File: src/rtl/pc_fetch_stage.sv
// Program-counter register and non-pipelined instruction fetch stage.
// One instruction in flight: fetch over req/gnt/rvalid, hand to decode over valid/ready.
//
// state   | meaning
// --------+----------------------------------------------------------
// S_FETCH | request held at pc_q until the memory grants it
// S_WAIT  | request granted, waiting for read data
// S_VALID | instruction presented to decode until accepted
module pc_fetch_stage #(
    parameter int                ADDR_W     = 12,
    parameter int                INSTR_W    = 16,
    parameter logic [ADDR_W-1:0] RESET_PC   = 12'h000,
    parameter logic [ADDR_W-1:0] INT_VECTOR = 12'h004
) (
    input  logic               clk,
    input  logic               rst,
    input  logic [ADDR_W-1:0]  nxt_pc_i,
    input  logic               int_i,
    output logic [ADDR_W-1:0]  current_pc_o,
    output logic               imem_req_o,
    output logic [ADDR_W-1:0]  imem_addr_o,
    input  logic               imem_gnt_i,
    input  logic               imem_rvalid_i,
    input  logic [INSTR_W-1:0] imem_rdata_i,
    output logic [INSTR_W-1:0] instr_o,
    output logic [ADDR_W-1:0]  instr_pc_o,
    output logic               instr_valid_o,
    input  logic               instr_ready_i,
    output logic [ADDR_W-1:0]  epc_o
);

    typedef enum logic [1:0] {
        S_FETCH,
        S_WAIT,
        S_VALID
    } state_t;

    state_t              state_q, state_d;
    logic [ADDR_W-1:0]   pc_q;
    logic [ADDR_W-1:0]   epc_q;
    logic                handshake;

    assign handshake    = (state_q == S_VALID) && instr_ready_i;
    assign current_pc_o = pc_q;
    assign imem_addr_o  = pc_q;
    assign epc_o        = epc_q;

    always_comb begin
        state_d    = state_q;
        // Request is suppressed while reset is held so nothing is issued mid-reset.
        imem_req_o = 1'b0;
        case (state_q)
            S_FETCH: begin
                imem_req_o = !rst;
                if (imem_gnt_i) state_d = S_WAIT;
            end
            S_WAIT: begin
                if (imem_rvalid_i) state_d = S_VALID;
            end
            S_VALID: begin
                if (instr_ready_i) state_d = S_FETCH;
            end
            default: state_d = S_FETCH;
        endcase
    end

    always_ff @(posedge clk) begin
        if (rst) begin
            state_q       <= S_FETCH;
            pc_q          <= RESET_PC;
            epc_q         <= '0;
            instr_o       <= '0;
            instr_pc_o    <= '0;
            instr_valid_o <= 1'b0;
        end else begin
            state_q <= state_d;
            if (state_q == S_WAIT && imem_rvalid_i) begin
                instr_o       <= imem_rdata_i;
                instr_pc_o    <= pc_q;
                instr_valid_o <= 1'b1;
            end
            if (handshake) begin
                instr_valid_o <= 1'b0;
                // Interrupt takes priority; the would-be next PC becomes the return address.
                if (int_i) begin
                    pc_q  <= INT_VECTOR;
                    epc_q <= nxt_pc_i;
                end else begin
                    pc_q  <= nxt_pc_i;
                end
            end
        end
    end

endmodule
File: config.mk
export PLATFORM = sky130hd
export DESIGN_NAME = pc_fetch_stage
export DESIGN_NICKNAME = d
export VERILOG_FILES = /design/src/rtl/pc_fetch_stage.sv
export SDC_FILE = /design/constraint.sdc
export NUM_CORES = 1
export LEC_CHECK = 0
export CORE_ASPECT_RATIO = 1.25
export CORE_MARGIN = 3
export CORE_UTILIZATION = 47
export CTS_BUF_LIST = sky130_fd_sc_hd__clkbuf_8 sky130_fd_sc_hd__clkbuf_16
export DETAILED_ROUTE_END_ITERATION = 7
export PLACE_DENSITY = 0.86
export SYNTH_ARGS = -nofsm -noshare
export SYNTH_HDL_FRONTEND = slang
export SYNTH_SLANG_ARGS = --single-unit
File: constraint.sdc
create_clock -name clk -period 2.3 [get_ports clk]
set_clock_uncertainty 0.05 [all_clocks]
set_input_delay 0.345 -clock clk [delete_from_list [all_inputs] [get_ports clk]]
set_output_delay 0.345 -clock clk [all_outputs]
set_load 0.1 [all_outputs]
==> summary.txt <==
Setup path
  – Crit end category: output port
  – Worst reg-to-reg setup slack: around 0.92 ns
  – Crit start category: flip-flop
  – Crit path required time: ~1.9 ns
  – Crit Path Max Fanout: 7
  – Crit Path Class: flip-flop to output port
  – Worst Path Arrival: about 1.2 ns

Timing
  – Crit path time final: ~1.5 ns
  – Relative slew slack: 0.608
  – Slew @ Worst Pin: around 0.6 ns
  – Slew Limit Fails: 0
  – Final Cycle Share: 0.670
  – RSZ-0062 raised after global routing: no
  – Final Hold Fails: 0
  – Fmax: around 650 MHz
  – Setup-failing EPs final: 0
  – Setup_tns: 0 ns

CTS
  – Clk slew on worst S/H paths: around 0.09 ns
  – Post-CTS Hold Buffers: 0
  – H-tree levels: 2
  – CTS Buf Count: 5
  – Clock Latency Late Sink: ~0.3 ns
  – Post-CTS setup buffer count: 0
  – Post_cts resized: 0
  – Clock tree buffer depth: 2
  – # clock sinks: 55
  – Root buffer cell: clkbuf_8
  – CTS tree: yes

Yosys
  – Synth area leaders: dfxtp_1 (42%), mux2i_1 (20%), nand2b_1 (15%)
  – Gate Count Post-Synth: around 240
  – Post-synth EDFFs: 0
  – #FFs+latches synth: 55
  – Synthesized area: between 2000 and 3000 µm²
  – Synthesized Nets: roughly 280
  – Mean Syn Cell Area: roughly 11 µm²
  – Seq/Total Area, Yosys: 0.422
  – Leading area contributor after synthesis: dfxtp_1
  – Yosys top cell area share: 0.422
  – FFs w/ async S/R, synth: 0
  – Top_reg_cell synth: dfxtp_1
  – Unique cell type count in the Yosys netlist: 23
  – Synth warn: 0

Die
  – Initial Utilization: 0.499
  – Die height: 89.3 µm
  – DIE WIDTH: ~73 µm
  – Die footprint: around 6500 µm²
  – Placeable Area: 5230 µm²
  – IO Pins: 100
  – FP Rows: 29

Cells and area
  – Number of fill cells: 460
  – Final #Nets: between 300 and 400
  – Fin area: 3400 µm²
  – Share of layout cells above drive strength 1: 0.296
  – Commonest non-fill, non-tap cell in the layout: buf_4
  – Ant. Diodes: 0
  – Area Growth Syn to Fin: 30.6%
  – Most frequent cells in the layout: buf_4 (73), nand2b_1 (64), dfxtp_1 (55)

Drt
  – DRT antenna net count: 0
  – Avg WL per Cell: 14.0 µm
  – 1st-iter DRT viols: 90
  – TritonRoute pass-1 iters: 4
  – Vias per inst: ~4.9
  – Post-Route WL: around 5400 µm
  – DR vias: between 1500 and 2000
  – DRC viols: 0

Place
  – RD Place Congestion: between 0.7 and 0.8
  – Hpwl dp: roughly 4100 µm
  – I/O Buffers: 99
  – Cell Area, Placed: between 3000 and 4000 µm²

Power
  – PwrDens: 533 nW/µm²
  – P_leak: 1.41 nW
  – Max IR drop VDD: around 0.34 mV

Flow run
  – Max-Cap Viols: 0

Global route
  – GRT overflow: 0
  – First-pass GRT wire length: approximately 8400 µm
  – Initial antenna violation count: 0
  – GRT Resource Usage Total: 0.166
  – Vias in the first global route: 1731
  – Largest net degree at the start of global routing: 40

Min path
  – Hold Path Class: primary input to flip-flop

Run status
  – Status: finished, final reports clean
where the power goes:
part | total, mW | switching, mW | internal [mW]
combinational | 0.354 | 0.213 | 0.141
sequential | 0.982 | 0.0130 | 0.969
clock | 0.478 | 0.279 | 0.199
total | 1.81 | 0.504 | 1.31
registers in the layout (all words and copies together), names as in the netlist:
name	count
instr_valid_o	1
epc_o	12
instr_pc_o	12
instr_o	16
current_pc_o	12
state_q	2
metrics by stage:
stage | hold WS, ns | std cells | utilization | setup slack [ns] | total power, mW
after CTS | 0.263 | 386 | 0.652 | 0.740 | 1.85
after detailed placement | 0.408 | 380 | 0.638 | 0.520 | 1.36
after floorplan | 0.437 | 242 | - | 0.0958 | 1.26
after global routing | 0.264 | 386 | 0.652 | 0.695 | 1.90
final | 0.274 | 386 | 0.652 | 0.760 | 1.81
after global placement | 0.406 | 380 | 0.638 | 0.556 | 1.36
worst paths after layout:
| check | startpoint | endpoint | cells after the start |
|---|---|---|---|
| worst max register to register | state_q[0] | instr_valid_o | 2 |
| worst max-delay path | state_q[1] | imem_req_o | 2 |
| worst min-delay path | rst | instr_valid_o | 2 |
| worst min register to register | instr_valid_o | instr_valid_o | 2 |
cell families (layout without fill, tap and decap cells):
group | after synthesis | after routing | share of synthesized area
muxes | 52 | 52 | 0.200
DFF | 55 | 55 | 0.422
buffers and inverters | 32 | 114 | 0.0975
AOI/OAI and AO/OA | 4 | 4 | 0.0125
and+or+nand+nor | 99 | 99 | 0.268
final cells by class:
type | count | area, µm² | share of cell area
Clock inverter | 1 | 3.75 | 0.00110
Tap cell | 62 | 77.6 | 0.0228
Multi-Input combinational cell | 155 | 1260 | 0.369
Timing Repair Buffer | 107 | 893 | 0.262
Inverter | 1 | 3.75 | 0.00110
Sequential cell | 55 | 1100 | 0.323
Clock buffer | 5 | 68.8 | 0.0202
worst max-delay path, stage by stage, from the launching register on:
cell and delay (ns):
dfxtp_1 0.37, nor3_2 0.26, buf_12 0.21
metal layers:
| metal | wire length, µm | up-vias | global-route usage |
|---|---|---|---|
| met1 | 2290 | 886 | 0.217 |
| met3 | 301 | 4 | 0.0326 |
| met2 | 2760 | 50 | 0.273 |
| met4 | 74 | 0 | 0.0604 |
| met5 | 0 | - | 0 |
| li1 | - | 943 | - |
cell usage after synthesis, types with 3 or more instances:
library cell	n
nand2b_1	64
dfxtp_1	55
mux2i_1	52
buf_4	12
or3b_1	12
nand2b_2	7
or2b_2	7
buf_6	5
clkbuf_1	5
buf_2	4
or2b_1	4
dlymetal6s2s_1	3
(Power assumes the default switching activity.)
